--- src/rtl/corevx_cache_arbiter_if.sv ---
// corevx_cache_arbiter_if
//
// One corevx cache port: a command/request bundle travelling towards the
// cache and a response bundle travelling back. The same bundle describes
// the fetch requester port, the execute requester port and the cache port
// itself, so the arbiter is a slave on the two requester instances and a
// master on the cache instance.
//
// Signals:
//   c_cmd         request command, CACHE_CMD_* (master -> slave)
//   c_address     request address (master -> slave)
//   c_load_type   load type (master -> slave)
//   c_store_type  store type (master -> slave)
//   c_store_data  store data (master -> slave)
//   c_response    cache response, CACHE_RESPONSE_* (slave -> master)
//   c_load_data   load data (slave -> master)
//   c_reset_done  cache initialisation finished (slave -> master)
interface corevx_cache_arbiter_if;
    logic [3:0]  c_cmd;
    logic [31:0] c_address;
    logic [2:0]  c_load_type;
    logic [1:0]  c_store_type;
    logic [31:0] c_store_data;
    logic [3:0]  c_response;
    logic [31:0] c_load_data;
    logic        c_reset_done;

    // Side that issues commands and consumes responses.
    modport master (
        output c_cmd, c_address, c_load_type, c_store_type, c_store_data,
        input  c_response, c_load_data, c_reset_done
    );

    // Side that accepts commands and produces responses.
    modport slave (
        input  c_cmd, c_address, c_load_type, c_store_type, c_store_data,
        output c_response, c_load_data, c_reset_done
    );
endinterface

--- src/rtl/corevx_cache_arbiter.sv ---
// corevx_cache_arbiter
//
// Shares the single corevx cache between the fetch and execute requesters.
// Each requester pulses a one-cycle command; the pulse is captured into a
// per-port pending slot, and slots are issued to the cache one at a time
// with round-robin priority. The cache response is routed only to the port
// owning the transaction in flight.
//
// Parameters:
//   RESET_PRIORITY  port winning the first simultaneous contention after
//                   reset (0 = fetch, 1 = execute)
//
// Ports:
//   clk    clock
//   rst_n  asynchronous active-low reset
//   f_c    fetch requester port (slave side)
//   e_c    execute requester port (slave side)
//   c      cache port (master side)
module corevx_cache_arbiter #(
    parameter logic RESET_PRIORITY = 1'b1
) (
    input  logic                    clk,
    input  logic                    rst_n,
    corevx_cache_arbiter_if.slave   f_c,
    corevx_cache_arbiter_if.slave   e_c,
    corevx_cache_arbiter_if.master  c
);

    localparam logic [3:0] CMD_NONE         = 4'd0;
    localparam logic [3:0] RESP_NONE        = 4'd0;
    localparam logic [3:0] RESP_DONE        = 4'd1;
    localparam logic [3:0] RESP_MISSALIGNED = 4'd2;
    localparam logic [3:0] RESP_ACCESSFAULT = 4'd3;
    localparam logic [3:0] RESP_PAGEFAULT   = 4'd4;

    typedef enum logic [1:0] {
        IDLE   = 2'd0,
        BUSY_F = 2'd1,
        BUSY_E = 2'd2
    } state_t;

    typedef struct packed {
        logic        valid;
        logic [3:0]  cmd;
        logic [31:0] address;
        logic [2:0]  loadType;
        logic [1:0]  storeType;
        logic [31:0] storeData;
    } slot_t;

    state_t r_state;
    logic   r_lastGrant;    // 0 = fetch, 1 = execute
    slot_t  r_slotF;
    slot_t  r_slotE;

    logic   w_terminal;
    logic   w_freeF;
    logic   w_freeE;
    logic   w_capF;
    logic   w_capE;
    logic   w_issue;
    logic   w_winnerE;
    logic   w_violF;
    logic   w_violE;

    always_comb begin
        w_terminal = (c.c_response == RESP_DONE)        ||
                     (c.c_response == RESP_MISSALIGNED) ||
                     (c.c_response == RESP_ACCESSFAULT) ||
                     (c.c_response == RESP_PAGEFAULT);
        w_freeF    = (r_state == BUSY_F) && w_terminal;
        w_freeE    = (r_state == BUSY_E) && w_terminal;
        // A slot being freed this cycle can take the same port's next pulse.
        w_capF     = (f_c.c_cmd != CMD_NONE) && (!r_slotF.valid || w_freeF);
        w_capE     = (e_c.c_cmd != CMD_NONE) && (!r_slotE.valid || w_freeE);
        w_violF    = (f_c.c_cmd != CMD_NONE) && r_slotF.valid && !w_freeF;
        w_violE    = (e_c.c_cmd != CMD_NONE) && r_slotE.valid && !w_freeE;
        w_issue    = (r_state == IDLE) && c.c_reset_done &&
                     (r_slotF.valid || r_slotE.valid);
        // Execute wins when it is alone, or when both wait and fetch went last.
        w_winnerE  = r_slotE.valid && (!r_slotF.valid || (r_lastGrant == 1'b0));
    end

    // Pending slots: capture has priority over the free of the same slot.
    always_ff @(posedge clk or negedge rst_n) begin
        if (!rst_n) begin
            r_slotF <= '0;
            r_slotE <= '0;
        end else begin
            if (w_capF) begin
                r_slotF <= {1'b1, f_c.c_cmd, f_c.c_address, f_c.c_load_type,
                            f_c.c_store_type, f_c.c_store_data};
            end else if (w_freeF) begin
                r_slotF.valid <= 1'b0;
            end
            if (w_capE) begin
                r_slotE <= {1'b1, e_c.c_cmd, e_c.c_address, e_c.c_load_type,
                            e_c.c_store_type, e_c.c_store_data};
            end else if (w_freeE) begin
                r_slotE.valid <= 1'b0;
            end
        end
    end

    // Ownership state machine and round-robin history.
    always_ff @(posedge clk or negedge rst_n) begin
        if (!rst_n) begin
            r_state     <= IDLE;
            r_lastGrant <= ~RESET_PRIORITY;
        end else begin
            case (r_state)
                IDLE: begin
                    if (w_issue) begin
                        r_state     <= w_winnerE ? BUSY_E : BUSY_F;
                        r_lastGrant <= w_winnerE;
                    end
                end
                BUSY_F, BUSY_E: begin
                    if (w_terminal) begin
                        r_state <= IDLE;
                    end
                end
                default: r_state <= IDLE;
            endcase
        end
    end

    // The command goes out in the same cycle the slot is seen valid, so the
    // cache-side and requester-side outputs are decoded from state and slots
    // rather than registered; this keeps the arbiter at one cycle of latency.
    always_comb begin
        c.c_cmd          = CMD_NONE;
        c.c_address      = '0;
        c.c_load_type    = '0;
        c.c_store_type   = '0;
        c.c_store_data   = '0;
        f_c.c_response   = RESP_NONE;
        f_c.c_load_data  = '0;
        e_c.c_response   = RESP_NONE;
        e_c.c_load_data  = '0;
        f_c.c_reset_done = c.c_reset_done;
        e_c.c_reset_done = c.c_reset_done;
        case (r_state)
            IDLE: begin
                if (w_issue) begin
                    c.c_cmd        = w_winnerE ? r_slotE.cmd       : r_slotF.cmd;
                    c.c_address    = w_winnerE ? r_slotE.address   : r_slotF.address;
                    c.c_load_type  = w_winnerE ? r_slotE.loadType  : r_slotF.loadType;
                    c.c_store_type = w_winnerE ? r_slotE.storeType : r_slotF.storeType;
                    c.c_store_data = w_winnerE ? r_slotE.storeData : r_slotF.storeData;
                end
            end
            BUSY_F: begin
                c.c_address     = r_slotF.address;
                c.c_load_type   = r_slotF.loadType;
                c.c_store_type  = r_slotF.storeType;
                c.c_store_data  = r_slotF.storeData;
                f_c.c_response  = c.c_response;
                f_c.c_load_data = c.c_load_data;
            end
            BUSY_E: begin
                c.c_address     = r_slotE.address;
                c.c_load_type   = r_slotE.loadType;
                c.c_store_type  = r_slotE.storeType;
                c.c_store_data  = r_slotE.storeData;
                e_c.c_response  = c.c_response;
                e_c.c_load_data = c.c_load_data;
            end
            default: begin
            end
        endcase
    end

    // A second pulse while the port's slot is still occupied is dropped.
    a_noFetchOverrun: assert property (@(posedge clk) disable iff (!rst_n) !w_violF);
    a_noExecOverrun:  assert property (@(posedge clk) disable iff (!rst_n) !w_violE);

endmodule

--- src/flat_wrapper.sv ---
// flat-port wrapper written by rule: the top's interface ports become plain ports
module corevx_cache_arbiter_flat 
#(
    parameter logic RESET_PRIORITY = 1'b1
)
  (clk, rst_n, f_c_c_cmd, f_c_c_address, f_c_c_load_type, f_c_c_store_type, f_c_c_store_data, f_c_c_response, f_c_c_load_data, f_c_c_reset_done, e_c_c_cmd, e_c_c_address, e_c_c_load_type, e_c_c_store_type, e_c_c_store_data, e_c_c_response, e_c_c_load_data, e_c_c_reset_done, c_c_cmd, c_c_address, c_c_load_type, c_c_store_type, c_c_store_data, c_c_response, c_c_load_data, c_c_reset_done);
  corevx_cache_arbiter_if f_c_i ();
  corevx_cache_arbiter_if e_c_i ();
  corevx_cache_arbiter_if c_i ();
  input  logic clk;
  input  logic rst_n;
  input wire logic [$bits(f_c_i.c_cmd)-1:0] f_c_c_cmd;
  input wire logic [$bits(f_c_i.c_address)-1:0] f_c_c_address;
  input wire logic [$bits(f_c_i.c_load_type)-1:0] f_c_c_load_type;
  input wire logic [$bits(f_c_i.c_store_type)-1:0] f_c_c_store_type;
  input wire logic [$bits(f_c_i.c_store_data)-1:0] f_c_c_store_data;
  output wire logic [$bits(f_c_i.c_response)-1:0] f_c_c_response;
  output wire logic [$bits(f_c_i.c_load_data)-1:0] f_c_c_load_data;
  output wire logic [$bits(f_c_i.c_reset_done)-1:0] f_c_c_reset_done;
  input wire logic [$bits(e_c_i.c_cmd)-1:0] e_c_c_cmd;
  input wire logic [$bits(e_c_i.c_address)-1:0] e_c_c_address;
  input wire logic [$bits(e_c_i.c_load_type)-1:0] e_c_c_load_type;
  input wire logic [$bits(e_c_i.c_store_type)-1:0] e_c_c_store_type;
  input wire logic [$bits(e_c_i.c_store_data)-1:0] e_c_c_store_data;
  output wire logic [$bits(e_c_i.c_response)-1:0] e_c_c_response;
  output wire logic [$bits(e_c_i.c_load_data)-1:0] e_c_c_load_data;
  output wire logic [$bits(e_c_i.c_reset_done)-1:0] e_c_c_reset_done;
  output wire logic [$bits(c_i.c_cmd)-1:0] c_c_cmd;
  output wire logic [$bits(c_i.c_address)-1:0] c_c_address;
  output wire logic [$bits(c_i.c_load_type)-1:0] c_c_load_type;
  output wire logic [$bits(c_i.c_store_type)-1:0] c_c_store_type;
  output wire logic [$bits(c_i.c_store_data)-1:0] c_c_store_data;
  input wire logic [$bits(c_i.c_response)-1:0] c_c_response;
  input wire logic [$bits(c_i.c_load_data)-1:0] c_c_load_data;
  input wire logic [$bits(c_i.c_reset_done)-1:0] c_c_reset_done;
  assign f_c_i.c_cmd = f_c_c_cmd;
  assign f_c_i.c_address = f_c_c_address;
  assign f_c_i.c_load_type = f_c_c_load_type;
  assign f_c_i.c_store_type = f_c_c_store_type;
  assign f_c_i.c_store_data = f_c_c_store_data;
  assign f_c_c_response = f_c_i.c_response;
  assign f_c_c_load_data = f_c_i.c_load_data;
  assign f_c_c_reset_done = f_c_i.c_reset_done;
  assign e_c_i.c_cmd = e_c_c_cmd;
  assign e_c_i.c_address = e_c_c_address;
  assign e_c_i.c_load_type = e_c_c_load_type;
  assign e_c_i.c_store_type = e_c_c_store_type;
  assign e_c_i.c_store_data = e_c_c_store_data;
  assign e_c_c_response = e_c_i.c_response;
  assign e_c_c_load_data = e_c_i.c_load_data;
  assign e_c_c_reset_done = e_c_i.c_reset_done;
  assign c_c_cmd = c_i.c_cmd;
  assign c_c_address = c_i.c_address;
  assign c_c_load_type = c_i.c_load_type;
  assign c_c_store_type = c_i.c_store_type;
  assign c_c_store_data = c_i.c_store_data;
  assign c_i.c_response = c_c_response;
  assign c_i.c_load_data = c_c_load_data;
  assign c_i.c_reset_done = c_c_reset_done;
  corevx_cache_arbiter #(.RESET_PRIORITY(RESET_PRIORITY)) u_core (.clk(clk), .rst_n(rst_n), .f_c(f_c_i), .e_c(e_c_i), .c(c_i));
endmodule
--- config.mk ---
export PLATFORM = sky130hd
export DESIGN_NAME = corevx_cache_arbiter_flat
export DESIGN_NICKNAME = d
export VERILOG_FILES = /design/src/rtl/corevx_cache_arbiter_if.sv /design/src/rtl/corevx_cache_arbiter.sv /design/src/flat_wrapper.sv
export SDC_FILE = /design/constraint.sdc
export NUM_CORES = 1
export LEC_CHECK = 0
export BUFFER_PORTS_ARGS = -buffer_cell sky130_fd_sc_hd__buf_2
export CAP_MARGIN = 25
export CORE_AREA = 2 2 128 130
export CTS_BUF_LIST = sky130_fd_sc_hd__clkbuf_2
export CTS_CLUSTER_DIAMETER = 80
export CTS_CLUSTER_SIZE = 30
export DETAILED_ROUTE_END_ITERATION = 8
export DIE_AREA = 0 0 130 132
export GPL_TIMING_DRIVEN = 0
export PLACE_DENSITY = 0.92
export SLEW_MARGIN = 20
export SYNTH_ARGS = -nofsm -noshare
export SYNTH_HDL_FRONTEND = slang
export SYNTH_SLANG_ARGS = --single-unit
--- constraint.sdc ---
create_clock -name clk -period 2.8 [get_ports clk]
set_clock_uncertainty 0.15 [all_clocks]
set_input_delay 0.56 -clock clk [delete_from_list [all_inputs] [get_ports clk]]
set_output_delay 0.56 -clock clk [all_outputs]
set_load 0.005 [all_outputs]
==> flow_summary.json <==
{
  "clock.fmax_mhz": 294,
  "core_area_um2": 15700,
  "synthXorXnorAreaFrac": 0,
  "num-fill-cells": 871,
  "setup_violations": 135,
  "yosysSeqAreaShare": 0.488,
  "min_period_over_period": 1.21,
  "synth_seq_cells": 151,
  "cts_sinks": 151,
  "dr.pass1.iters": 7,
  "dpl.hpwl_um": 18100,
  "grt-ovfl-total": 0,
  "slew_violations": 0,
  "cp_slowest_cell": "dfrtp_1",
  "synth_edf_count": 0,
  "dieArea_um2": 17200,
  "drtIter0Drc": 416,
  "path_buf_inv": 4,
  "setup.worst_path.end_class": "output port",
  "path_cells": "inv_2 > ha_4 > nand3_4 > o21ai_4 > buf_12 > clkbuf_16 > a22oi_2 > nor2_1 > buf_2",
  "cts_root_buf": "clkbuf_2",
  "drt-vias-per-instance": 5.62,
  "numCtsBuffers": 17,
  "status": "finished with violations",
  "yosys.area_share.adder": 0.00647,
  "die_x_um": 130,
  "initial_core_util": 0.492,
  "crit_end": "c_c_store_data[6]",
  "cp_top_family": "buffers and inverters",
  "rr_startpoint": "u_core.r_state[1]",
  "port_buffers": 331,
  "critPathKind": "reg2out",
  "violations": "negative setup slack",
  "die_y_um": 132,
  "crit_arrival_ns": 2.69,
  "ir_drop_uv": 589,
  "min_period_ns": 3.40,
  "syn_area_um2": 7740,
  "clk_latency_ns": 0.73,
  "ys_warn_count": 0,
  "p_per_area_nw_per_um2": 1020,
  "area_delta_synth_final_pct": 59.8,
  "final_common_cell": "buf_2",
  "crit_start": "u_core.r_state[0]",
  "crit_required_ns": 2.09,
  "yosys.area.top_type": "dfrtp_1",
  "grt_pass1_vias": 7891,
  "slew_headroom": 0.575,
  "rows": 46,
  "setup_ws_ns": -0.601,
  "drive_gt1_frac": 0.578,
  "rsz0062_at_grt": "true",
  "syn_inst": 591,
  "drv_cap": 0,
  "clockBufferDepth": 2,
  "crit_path_start_kind": "flop",
  "routedWlPerCell_um": 24.2,
  "clk_pin_slew_ns": 0.23,
  "drc_errors": 0,
  "routabilityCongestion": 0.844,
  "p_leak_uw": 0.00647,
  "cts-htree-levels": 4,
  "hold_viol_final": 0,
  "synth_mux_area_frac": 0.265,
  "fin_setup_tns_ns": -34.23,
  "critical_path.max_fanout": 6,
  "reg2reg_to": "u_core.r_slotF[50]",
  "route.antenna.remaining_nets": 0,
  "fin_nets": 1299,
  "reg2regPathDepth": 8,
  "antenna_found_initial": 4,
  "cts_tree": "done",
  "synth.top_cell.area_share": 0.488,
  "synthTopCellsByArea": "dfrtp_1, mux2_4, a22oi_1",
  "num_vias": 7546,
  "avgSynthCellArea_um2": 13.1,
  "ys_types": 26,
  "pre_cts_slack_ns": -0.442,
  "hold_class": "in2reg",
  "path_depth": 9,
  "crit_path_max_incr_delay_ns": 0.47,
  "grt_start_max_net_pins": 81,
  "synth_simple_gate_area_frac": 0.105,
  "routed_wirelength_um": 32600,
  "synth_top_family_by_area": "multiplexers",
  "ys.flop_type": "dfrtp_1",
  "synth_compound_area_frac": 0.0946,
  "io_pins": 332,
  "worst_slew_pin_slew_ns": 0.637,
  "synth_nets": 780,
  "synthArstFlopShare": 1.00,
  "r2r_slack_ns": 0.23,
  "fin_total_pwr_uw": 12600,
  "mostFrequentLayoutCells": "buf_2, dfrtp_1, dlygate4sd3_1, mux2_4, and2_1",
  "grt_pass1_wl_um": 44900,
  "track_usage": 0.350
}
==> worst min-delay path, cell delays in order <==
cell	delay (ns)
buf_2	0.19
o41ai_4	0.16
nand2b_1	0.09
==> routing by layer <==
metal	vias to the layer above	track usage	share of wire
met5	-	0	0
met4	0	0.191	0.070
met3	182	0.0958	0.074
met2	527	0.626	0.52
met1	3703	0.368	0.33
li1	3134	-	-
==> kinds of logic after synthesis <==
logic type | count (synthesis)
adder cells (fa/ha/maj) | 4
AND/OR/NAND/NOR | 157
flip-flops | 151
multiplexers | 138
buffers and inverters | 50
AO/OA/AOI/OAI | 91
==> layout make-up <==
class,instances,area [µm²],share of cell area
multi-input combinational,390,4040,0.326
antenna,4,10.0,0.000810
tap,216,270,0.0219
buffer,45,549,0.0444
inverter,4,22.5,0.00182
clock buffer,17,85.1,0.00688
clock inverter,15,176,0.0143
timing repair buffer,501,3430,0.278
sequential,151,3780,0.306
==> report_power, final <==
group / switching, µW / internal (µW)
logic: 2960 / 3940
clock network: 871 / 502
registers: 1060 / 3270
==> cell usage after synthesis, types with 4 or more instances <==
cell type	number
ha_1	4
buf_2	4
buf_6	14
dfrtp_1	151
mux2_4	132
clkbuf_1	24
a22o_1	15
a22oi_1	69
buf_4	4
and2_1	73
mux2_2	6
nor2_1	71
==> flip-flops by register name (all words and copies together) (netlist names) <==
name and count:
u_core.r_state 2, u_core.r_slotF 74, u_core.r_lastGrant 1, u_core.r_slotE 74
==> how the worst min path moves through the flow <==
| stage | start | to | slack (ns) | depth (start not counted) |
|---|---|---|---|---|
| after floorplan | rst_n | u_core.r_lastGrant | 0.11 | 0 |
| after global placement | u_core.r_slotF[70] | u_core.r_slotF[70] | 0.34 | 1 |
| after detailed placement | u_core.r_slotF[69] | u_core.r_slotF[69] | 0.34 | 1 |
| after CTS | c_c_reset_done | u_core.r_lastGrant | 0.03 | 3 |
| after global routing | c_c_response[3] | u_core.r_slotE[73] | 0.13 | 3 |
| final | c_c_response[3] | u_core.r_slotF[73] | 0.15 | 3 |
==> per-stage QoR <==
stage / hold slack, ns / cells / util / instance area, µm²
after floorplan: 0.114 / 591 / - / 7740
after global placement: 0.338 / 1138 / 0.615 / 9660
after detailed placement: 0.343 / 1139 / 0.617 / 9700
after CTS: 0.0263 / 1325 / 0.762 / 12000
after global routing: 0.129 / 1343 / 0.787 / 12400
final: 0.148 / 1343 / 0.787 / 12400
==> what timing repair did <==
item,CTS,global route
hold buffers,147,0
setup endpoints to repair,133,141
pin swaps,8,41
buffers inserted,8,10
hold endpoints to repair,225,0
cloned,0,4
gates resized for setup,115,72
Power figures use the tool's default switching activity.
